`config.mk`:
```
export PLATFORM = sky130hd
export DESIGN_NAME = ip_zero_sad
export DESIGN_NICKNAME = d
export VERILOG_FILES = /design/src/rtl/ip_zero_sad.sv
export SDC_FILE = /design/constraint.sdc
export NUM_CORES = 1
export LEC_CHECK = 0
export ABC_AREA = 1
export CAP_MARGIN = 20
export CORE_MARGIN = 5
export CORE_UTILIZATION = 55
export DETAILED_ROUTE_END_ITERATION = 10
export PLACE_DENSITY = 0.83
export SKIP_CTS_REPAIR_TIMING = 1
export SYNTH_ARGS = -nofsm -noshare
export SYNTH_HDL_FRONTEND = slang
export SYNTH_SLANG_ARGS = --single-unit
```
`constraint.sdc`:
```
create_clock -name clk -period 4.5 [get_ports clk]
set_input_delay 0.45 -clock clk [delete_from_list [all_inputs] [get_ports clk]]
set_output_delay 0.45 -clock clk [all_outputs]
set_load 0.03 [all_outputs]
```
`src/rtl/ip_zero_sad.sv`:
```
// ip_zero_sad: zero-motion SAD cost for horizontal and vertical intra
// predictions of a square block (4x4 .. 32x32), 4 pixels per beat.
// A job is one conf word, then N joint beats of hor/ver/orig words,
// then one cost_out word carrying both SADs and a best-mode flag.
//
// Handshake: on every channel a word moves on exactly the rising edge where
// vld=1 and rdy=1 were both high in the preceding cycle; vld never depends on
// rdy, and a producer holds its data stable while vld=1 and rdy=0.
module ip_zero_sad #(
  // Accumulator width; 18..20 keeps both SAD fields inside their 20-bit slots.
  parameter int ACC_W = 20
) (
  input  logic        clk,
  input  logic        arst_n,
  input  logic [12:0] conf_in_rsc_dat,
  input  logic        conf_in_rsc_vld,
  output logic        conf_in_rsc_rdy,
  input  logic [31:0] hor_in_rsc_dat,
  input  logic        hor_in_rsc_vld,
  output logic        hor_in_rsc_rdy,
  input  logic [31:0] ver_in_rsc_dat,
  input  logic        ver_in_rsc_vld,
  output logic        ver_in_rsc_rdy,
  input  logic [31:0] orig_in_rsc_dat,
  input  logic        orig_in_rsc_vld,
  output logic        orig_in_rsc_rdy,
  output logic [47:0] cost_out_rsc_dat,
  output logic        cost_out_rsc_vld,
  input  logic        cost_out_rsc_rdy,
  output logic [1:0]  dbg_state
);

  typedef enum logic [1:0] {
    IDLE   = 2'd0,
    ACCUM  = 2'd1,
    OUTPUT = 2'd2
  } state_t;

  state_t           state_q, state_d;
  logic             live_q;
  logic [8:0]       cnt_q;
  logic [8:0]       cnt_load;
  logic [ACC_W-1:0] hor_acc_q, ver_acc_q;
  logic [9:0]       hor_beat, ver_beat;
  logic             all_vld, beat, conf_xfer, best_ver;
  logic             unused_conf_bits;

  // Only the size index is meaningful in the conf word.
  assign unused_conf_bits = ^conf_in_rsc_dat[12:2];

  // Sum of the four absolute byte differences of one beat.
  function automatic logic [9:0] sad4(input logic [31:0] a, input logic [31:0] b);
    logic [9:0] s;
    logic [7:0] x, y, d;
    s = '0;
    for (int k = 0; k < 4; k++) begin
      x = a[8*k +: 8];
      y = b[8*k +: 8];
      d = (x > y) ? (x - y) : (y - x);
      s = s + {2'b00, d};
    end
    return s;
  endfunction

  assign all_vld   = hor_in_rsc_vld & ver_in_rsc_vld & orig_in_rsc_vld;
  assign beat      = (state_q == ACCUM) & all_vld;
  assign conf_xfer = conf_in_rsc_rdy & conf_in_rsc_vld;
  assign hor_beat  = sad4(orig_in_rsc_dat, hor_in_rsc_dat);
  assign ver_beat  = sad4(orig_in_rsc_dat, ver_in_rsc_dat);
  assign best_ver  = (ver_acc_q < hor_acc_q);
  assign dbg_state = state_q;

  // Beat count per block size: pixels / 4.
  always_comb begin
    cnt_load = 9'd4;
    case (conf_in_rsc_dat[1:0])
      2'd0: cnt_load = 9'd4;
      2'd1: cnt_load = 9'd16;
      2'd2: cnt_load = 9'd64;
      2'd3: cnt_load = 9'd256;
      default: cnt_load = 9'd4;
    endcase
  end

  // live_q stays low through reset so conf is not offered until the first edge after release.
  always_ff @(posedge clk or negedge arst_n) begin
    if (!arst_n) live_q <= 1'b0;
    else         live_q <= 1'b1;
  end

  // State register.
  always_ff @(posedge clk or negedge arst_n) begin
    if (!arst_n) state_q <= IDLE;
    else         state_q <= state_d;
  end

  // Next-state and handshake outputs; the three input streams share one rdy.
  always_comb begin
    state_d          = state_q;
    conf_in_rsc_rdy  = 1'b0;
    hor_in_rsc_rdy   = 1'b0;
    ver_in_rsc_rdy   = 1'b0;
    orig_in_rsc_rdy  = 1'b0;
    cost_out_rsc_vld = 1'b0;
    case (state_q)
      IDLE: begin
        conf_in_rsc_rdy = live_q;
        if (live_q && conf_in_rsc_vld) state_d = ACCUM;
      end
      ACCUM: begin
        hor_in_rsc_rdy  = all_vld;
        ver_in_rsc_rdy  = all_vld;
        orig_in_rsc_rdy = all_vld;
        if (all_vld && cnt_q == 9'd1) state_d = OUTPUT;
      end
      OUTPUT: begin
        cost_out_rsc_vld = 1'b1;
        if (cost_out_rsc_rdy) state_d = IDLE;
      end
      default: state_d = IDLE;
    endcase
  end

  // Accumulators and beat counter: cleared on conf, advanced only on joint beats.
  always_ff @(posedge clk or negedge arst_n) begin
    if (!arst_n) begin
      hor_acc_q <= '0;
      ver_acc_q <= '0;
      cnt_q     <= '0;
    end else if (conf_xfer) begin
      hor_acc_q <= '0;
      ver_acc_q <= '0;
      cnt_q     <= cnt_load;
    end else if (beat) begin
      hor_acc_q <= hor_acc_q + ACC_W'(hor_beat);
      ver_acc_q <= ver_acc_q + ACC_W'(ver_beat);
      cnt_q     <= cnt_q - 9'd1;
    end
  end

  // Result word; accumulators are frozen outside ACCUM so the word is stable in OUTPUT.
  always_comb begin
    cost_out_rsc_dat                = '0;
    cost_out_rsc_dat[ACC_W-1:0]     = hor_acc_q;
    cost_out_rsc_dat[ACC_W+19:20]   = ver_acc_q;
    cost_out_rsc_dat[40]            = best_ver;
  end

endmodule

```
======== Word-level counts from Yosys, hierarchy flattened ========
Index checks and enable logic that the tools add are counted.
storage, ports and cells
  output and inout port bits .............. 55
  input port bits ......................... 116
  register bits ........................... 52
  word-level logic and storage cells ...... 80
cells by class
  mux-type cells .......................... 22
  magnitude comparators ................... 9
  equality and inequality tests ........... 9
  reductions and logical operators ........ 6
  add/sub/neg operators ................... 25
  bitwise logic cells ..................... 4
operators with widths
  operator                                               count
  subtractor 8 bit                                       16
  2-to-1 mux 20 bit                                      4
  > comparator 8 bit                                     8
  2-to-1 mux 8 bit                                       8
  adder 20 x 10 -> 20 bit                                2
  one-hot mux 9 bit (4 select lines)                     1
  adder 10 x 8 -> 10 bit                                 2
  adder 9 x 8 -> 10 bit                                  2
  less-than comparator 20 bit                            1
  adder 8 x 8 -> 9 bit                                   2
  2-to-1 mux 9 bit                                       2
  equality test 9 x 1 -> 1 bit, second input constant    1
  subtractor 9 x 1 -> 9 bit, second input constant       1
  equality test 2 bit, second input constant             3
  2-to-1 mux 2 bit                                       3
  one-hot mux 2 bit (3 select lines)                     1
  AND 1 bit                                              4
  equality test 2 x 1 -> 1 bit, second input constant    2
  logical NOT 2 bit                                      2
  inequality test 2 bit, second input constant           2
  2-to-1 mux 1 bit                                       3
  AND reduction 3 bit                                    1
  logical AND 1 bit                                      2
  inequality test 2 x 1 -> 1 bit, second input constant  1
  nonzero test 2 bit                                     1

======== Depth between registers and ports, before layout ========
Gate-level depths: netlist (run 1).
  depth after elaboration ................. 8
  gate-level depth with buffers ........... 30
  mapped depth without buffers ............ 29

======== Least setup slack after synthesis (run 1) ========
OpenSTA, ideal clock, no wires.
  kind .................................... input -> register
  start point ............................. in orig_in_rsc_dat[8]
  end point ............................... reg ver_acc_q[9]
  library setup time ...................... 117 ps
  required time ........................... 4383 ps
  arrival time ............................ 4655 ps
  buffers on the path ..................... 0
  stages .................................. 26
  setup slack ............................. -273 ps
  path through ............................ inv_1 ha_1 inv_1 fa_1 nand3_1 nand3_1 nand2_1 nand2_1 nand2_2 inv_2 nand2_1 nand2_1 fa_1 inv_1 fa_1 fa_1 inv_1 ha_1 fa_1 nand3_1 nand3_1 nand2_1 nand3_1 or2_2 nand3_1 nand2_1
between the ends
  longest elaborated chain between the ends .. 8
  elaborated cells on any way between the ends .. 10
  those cells by class .................... add/sub (6); order compare (1); mux (3)
RTL lines
  element                                                        RTL line  text
  start: declaration                                             24        input logic [31:0] orig_in_rsc_dat,
  subtractor 8 bit / > comparator 8 bit (equally long branches)  59        d = (x > y) ? (x - y) : (y - x);
  2-to-1 mux 8 bit *                                             59
  adder 8 x 8 -> 9 bit *                                         60        s = s + {2'b00, d};
  adder 9 x 8 -> 10 bit *                                        60
  adder 10 x 8 -> 10 bit *                                       60
  adder 20 x 10 -> 20 bit *                                      136       ver_acc_q <= ver_acc_q + ACC_W'(ver_beat);
  2-to-1 mux 20 bit *                                            134       end else if (beat) begin
  2-to-1 mux 20 bit *                                            130       end else if (conf_xfer) begin
  end signal: assignment                                         136
  end: declaration                                               43        logic [ACC_W-1:0] hor_acc_q, ver_acc_q;
Mark *: on every way between the ends. The rest lies on a longest branch, timed or not. The select of a mux whose other input is x is not followed.
A chain may end at the register's enable or synchronous reset.

======== Final worst setup path (run 1) ========
  start point ............................. in orig_in_rsc_dat[8]
  end point ............................... reg hor_acc_q[6]
between the ends
  longest elaborated chain between the ends .. 8
  elaborated cells on any way between the ends .. 10
  those cells by class .................... add/sub (6); order compare (1); mux (3)
RTL lines
  element                                                        RTL line  text
  subtractor 8 bit / > comparator 8 bit (equally long branches)  59
  2-to-1 mux 8 bit *                                             59
  adder 8 x 8 -> 9 bit *                                         60
  adder 9 x 8 -> 10 bit *                                        60
  adder 10 x 8 -> 10 bit *                                       60
  adder 20 x 10 -> 20 bit *                                      135       hor_acc_q <= hor_acc_q + ACC_W'(hor_beat);
  2-to-1 mux 20 bit *                                            134
  2-to-1 mux 20 bit *                                            130
  end signal: assignment                                         135
  end: declaration                                               43
Marks and branches as above.

==> out/metrics.yaml, run 1 <==
critical_path:
  end_kind: "flip-flop"
  regToRegSetupSlack_ns: 0.87
  cp-startpoint: "orig_in_rsc_dat[8]"
  crit_fanout: 6
  start_kind: "input pin"
  reg2reg_to: "ver_acc_q[9]"
  crit_type: "in2reg"
  regToRegStartpoint: "ver_acc_q[1]"
  worstPathRequired_ns: 4.72
  reg2regPathDepth: 14
  critPathArrivalTime_ns: 4.84
cells_and_area:
  drive_gt1_frac: 0.270
  multi_input_area_mm2: 0.0103
  n_antenna_cell: 0
  area_growth_pct: 41.9
  instances_no_fill: 2474
  seqCellArea_mm2: 0.00130
  fillers: 1478
  finalNetCount: 2548
synthesis:
  syn_avg_cell_area_um2: 6.43
  ys_top_cells_by_count: "nand2_1, inv_1, ha_1"
  ys_warn_count: 0
  synth.distinct_cells: 48
  synth-seq-cells: 52
  synth_most_common_cell: "nand2_1"
  seq_area_frac_synth: 0.110
  synth_top_cell_by_area: "ha_1"
  synthFlopType: "dfrtp_1"
  synthTopCellsByArea: "ha_1, nand2_1, inv_1, dfrtp_1, fa_1"
  synth-async-reset-ratio: 1.00
  netlist_instances: 1842
  netlist_area_mm2: 0.0119
  synth-edff-count: 0
  synth_top_area_share: 0.181
placed_design:
  dp.cells: 2439
  portBuffers: 152
  place_congestion: 1.00
  dp_hpwl_um: 31800
power:
  p_int_mw: 5.72
  finalPower_mw: 12.2
  sw_frac_of_total: 0.531
  leakage_nw: 9.32
  power_density_mw_per_mm2: 726
  ir_drop_mv: 1.24
  power_switching_mw: 6.49
  power.share.clock: 0.042
  seqPwrFrac: 0.060
  combPwrFrac: 0.898
timing:
  timing.final.hold_violations: 0
  rsz0062_at_grt: "yes"
  setup_viol: 7
  slew_violations: 0
  period_share: 1.03
  fmax_mhz: 216
  fin_skew_ns: 0.0103
  setup_tns_ns: -0.508
  slew_headroom: 0.508
  worstMarginPinSlew_ns: 0.737
  finalWorstSetupSlack_ns: -0.123
  period_needed_ns: 4.62
hold_path:
  hp-class: "in2async"
floorplan:
  pin_count: 171
  die-area_mm2: 0.0246
  die_height_um: 157
  core_mm2: 0.0211
  die_w_um: 157
  rows: 53
  start_util: 0.562
global_route:
  antenna_found_initial: 0
  first_global_vias: 12805
  grt-ovfl-total: 0
  grt_pass1_wl_um: 60700
  top_usage_layer: "met2"
  grt_max_degree: 53
  grt_use_met1: 0.385
  met2_usage: 0.528
  grt_use_total: 0.301
  use_met3: 0.0368
drt:
  dr_total_vias: 13652
  drt-pass1-iter-count: 6
  drt_iter0_markers: 1074
  drtAntennaViolNets: 0
  drcViolationCount: 0
  wl_per_cell_um: 17.3
  finalWirelength_um: 42800
  via_per_inst: 5.52
clock_network:
  clkTransAtPathRegs_ns: 0.08
  clk-insertion-delay-late_ns: 0.31
  cts_root_buf: "clkbuf_16"
  tritoncts: "built"
  cts.sinks: 52
  h-tree-depth: 2
  cts_made_buffers: 5
  cts_buffer_depth: 2
status:
  violations: "setup timing"
  status: "finished, violations left"
job:
  cap_violations: 0
==> worst max-delay path by stage <==
stage | end | slack, ns
finish | hor_acc_q[6] | -0.12
global route | hor_acc_q[7] | -0.26
floorplan | ver_acc_q[9] | -0.01
detailed placement | ver_acc_q[9] | -0.79
global placement | ver_acc_q[16] | -0.73
CTS | ver_acc_q[9] | -0.53
==> registers in the layout, indices dropped and copies added, names as in the netlist <==
signal	cells
ver_acc_q	20
dbg_state	2
hor_acc_q	20
live_q	1
cnt_q	9
==> power groups by stage <==
stage               combinational, mW  sequential, mW  clock, mW
finish                           11.0           0.735      0.510
detailed placement               8.01           0.731          0
CTS                              8.16           0.723      0.505
global route                     11.8           0.744      0.522
global placement                 7.75           0.727          0
floorplan                        5.05           0.832          0
==> metal layers <==
layer  vias to the layer above  routed length, um
met5                         -                  0
met4                         0               2090
met3                       180               3660
met2                       711              21000
met1                      6365              16100
li1                       6396                  -
==> per-stage QoR <==
stage / hold slack, ns / setup WS [ns] / cell area (um^2) / utilization
floorplan: 0.154 / -0.0109 / 11900 / -
global placement: 0.535 / -0.731 / 15000 / 0.713
detailed placement: 0.548 / -0.792 / 15000 / 0.713
CTS: 0.313 / -0.527 / 15200 / 0.722
global route: 0.343 / -0.263 / 16800 / 0.798
finish: 0.282 / -0.123 / 16800 / 0.798
==> area by class of cell <==
class	count	share of cell area
sequential	52	0.0774
clock inverter	2	0.00357
multi-input combinational	1387	0.610
inverter	368	0.0838
timing repair buffer	385	0.198
clock buffer	5	0.00744
tap	275	0.0205
==> cells in the final DEF, fill, tap and decap left out, types with 48 or more instances in the layout <==
cell	instances
nand3_1	89
nor2_1	113
fa_1	48
nand2_2	68
a21oi_1	70
dfrtp_1	52
inv_1	312
clkdlybuf4s50_1	101
buf_4	225
nand2_1	462
ha_1	123
==> cells by family (layout without fill, tap and decap cells) <==
group | count (synthesis) | after routing | share of synthesized area
xor+xnor | 68 | 68 | 0.0503
simple gates | 885 | 885 | 0.323
compound gates | 193 | 193 | 0.0914
flops | 52 | 52 | 0.110
buf+inv | 409 | 760 | 0.139
fa+ha+maj | 233 | 233 | 0.285
other cells | 2 | 8 | 0.000634
==> critical path, cell delays in order <==
cell     delay, ns
buf_8         0.11
inv_6         0.05
buf_6         0.09
ha_4          0.14
inv_4         0.04
fa_2          0.37
nand2_2       0.09
nand2_2       0.06
nand2_2       0.07
nand2_2       0.07
nand2_4       0.10
buf_4         0.14
o21ai_4       0.05
fa_1          0.52
fa_1          0.54
inv_1         0.07
fa_1          0.55
inv_1         0.09
ha_1          0.34
nand2_1       0.13
nor2_2        0.06
nand2_1       0.07
nand3_2       0.11
buf_4         0.16
a21oi_1       0.15
o21ai_1       0.12
o21ai_0       0.11
Note: power is estimated with default switching activity, not from simulation.
==> run 2: changes to the inputs <==
--- a/config.mk
+++ b/config.mk
@@ -12,6 +12,7 @@
 export DETAILED_ROUTE_END_ITERATION = 10
 export PLACE_DENSITY = 0.83
 export SKIP_CTS_REPAIR_TIMING = 1
+export SLEW_MARGIN = 20
 export SYNTH_ARGS = -nofsm -noshare
 export SYNTH_HDL_FRONTEND = slang
 export SYNTH_SLANG_ARGS = --single-unit
==> constraint.sdc (replaced) <==
create_clock -name clk -period 4.5 [get_ports clk]
set_input_delay 0.45 -clock clk [delete_from_list [all_inputs] [get_ports clk]]
set_output_delay 0.45 -clock clk [all_outputs]
set_load 0.05 [all_outputs]
==> out/metrics.yaml, run 2 (same netlist as run 1, synthesis figures left out) <==
hold_path:
  hp-class: "in2async"
status:
  status: "finished, violations left"
  violations: "setup timing"
floorplan:
  core_mm2: 0.0211
  die_height_um: 157
  die_w_um: 157
  start_util: 0.562
  pin_count: 171
  rows: 53
  die-area_mm2: 0.0246
timing:
  holdWs_ns: 0.268
  slew_headroom: 0.510
  slew_violations: 0
  period_needed_ns: 4.55
  timing.final.hold_violations: 0
  finalWorstSetupSlack_ns: -0.0453
  rsz0062_at_grt: "yes"
  period_share: 1.01
  setup_viol: 4
  worstMarginPinSlew_ns: 0.736
  fin_skew_ns: 0.0123
  fmax_mhz: 220
  setup_tns_ns: -0.117
clock_network:
  cts.sinks: 52
  cts_root_buf: "clkbuf_16"
  cts_made_buffers: 5
  clk-insertion-delay-late_ns: 0.31
  clkTransAtPathRegs_ns: 0.08
  tritoncts: "built"
  h-tree-depth: 2
  cts_buffer_depth: 2
global_route:
  first_global_vias: 12778
  grt_use_total: 0.295
  antenna_found_initial: 0
  grt_max_degree: 53
  grt-ovfl-total: 0
  grt_pass1_wl_um: 59800
drt:
  drtAntennaViolNets: 0
  finalWirelength_um: 41300
  drcViolationCount: 0
  drt-pass1-iter-count: 5
  via_per_inst: 5.43
  wl_per_cell_um: 16.6
  dr_total_vias: 13520
  drt_iter0_markers: 1002
critical_path:
  regToRegSetupSlack_ns: 0.93
  crit_end: "hor_acc_q[14]"
  crit_type: "in2reg"
  reg2reg_to: "ver_acc_q[9]"
  crit_cells: 26
  reg2regPathDepth: 14
  crit_fanout: 4
  critPathArrivalTime_ns: 4.74
  slowest_delay_ns: 0.53
  end_kind: "flip-flop"
  regToRegStartpoint: "ver_acc_q[1]"
  crit_path_frequent_cell: "nand2_1"
  start_kind: "input pin"
  cp-startpoint: "orig_in_rsc_dat[11]"
  cp_top_family: "adder cells"
  cpMaxStageDelayCell: "fa_1"
  worst-path-buf-inv: 5
  worstPathRequired_ns: 4.69
power:
  leakage_nw: 9.33
  power_density_mw_per_mm2: 698
  finalPower_mw: 11.8
  ir_drop_mv: 1.16
cells_and_area:
  final_common_cell: "nand2_1"
  n_antenna_cell: 0
  finalInstanceArea_mm2: 0.0168
  fillers: 1473
  final_cell_mix: "nand2_1, inv_1, buf_4"
  top_regs: "hor_acc_q (20), ver_acc_q (20), cnt_q (9)"
  instances_no_fill: 2490
  area_growth_pct: 42.1
  drive_gt1_frac: 0.274
  finalNetCount: 2563
placed_design:
  portBuffers: 152
  dp.cells: 2444
  dp_hpwl_um: 31200
  place_congestion: 0.988
  place_area_mm2: 0.0151
job:
  cap_violations: 0
[run 2: cell types whose count changed in the layout (fill, tap and decap cells not counted), moves of 5 or more]
cell / previous run / this run
a21oi_2: 25 / 20
buf_4: 225 / 240
inv_1: 312 / 304
inv_2: 46 / 54
nand2_1: 462 / 468
nand2_2: 68 / 61
o21ai_2: 4 / 9
[run 2: per-stage QoR]
step | setup slack [ns] | util
global route | -0.284 | 0.798
floorplan | -0.0124 | -
detailed placement | -0.860 | 0.715
global placement | -0.770 | 0.715
finish | -0.0453 | 0.798
CTS | -0.594 | 0.724
[run 2: area by class of cell]
type / count / area, um^2 / share of cell area
well taps: 275 / 344 / 0.0204
inverters: 368 / 1410 / 0.0838
clock buffers: 6 / 139 / 0.00825
multi-input cells: 1387 / 10200 / 0.605
repair buffers: 400 / 3420 / 0.203
flip-flops and latches: 52 / 1300 / 0.0773
clock inverters: 2 / 38.8 / 0.00230
[run 2: worst register-to-register path, cell delays in order (launching register included)]
cell,delay [ns]
dfrtp_1,0.48
fa_1,0.61
inv_2,0.05
fa_1,0.50
fa_1,0.58
inv_2,0.05
ha_4,0.16
fa_2,0.35
nand3_2,0.09
nand3_4,0.10
nand2_2,0.07
nand3_2,0.07
or2_4,0.23
nand3_2,0.05
nand2_1,0.05
[run 2: report_power, final]
group          switching, mW  internal [mW]  leakage (nW)  total, mW
registers              0.157          0.577         0.699      0.734
clock network          0.203          0.280        0.0871      0.483
logic                   5.96           4.58          8.55       10.5
total                   6.32           5.43          9.33       11.8
[run 2: how the worst min path moves through the flow]
| stage | to | slack (ns) | startpoint | cells after the start |
|---|---|---|---|---|
| 6_report | hor_acc_q[16] | 0.27 | arst_n | 2 |
| 3_5_place_dp | cnt_q[7] | 0.55 | cnt_q[7] | 3 |
| 2_1_floorplan | cnt_q[0] | 0.15 | arst_n | 0 |
| 4_1_cts | cnt_q[7] | 0.31 | arst_n | 2 |
| 5_1_grt | cnt_q[7] | 0.35 | arst_n | 2 |
| 3_3_place_gp | cnt_q[3] | 0.53 | cnt_q[3] | 2 |
[run 2: metal layers]
metal  vias to the layer above  global-route usage  part of all wire
met3                       132              0.0456             0.078
met5                         -                   0                 0
li1                       6414                   -                 -
met1                      6359               0.376              0.39
met4                         0              0.0988             0.036
met2                       615               0.511              0.49
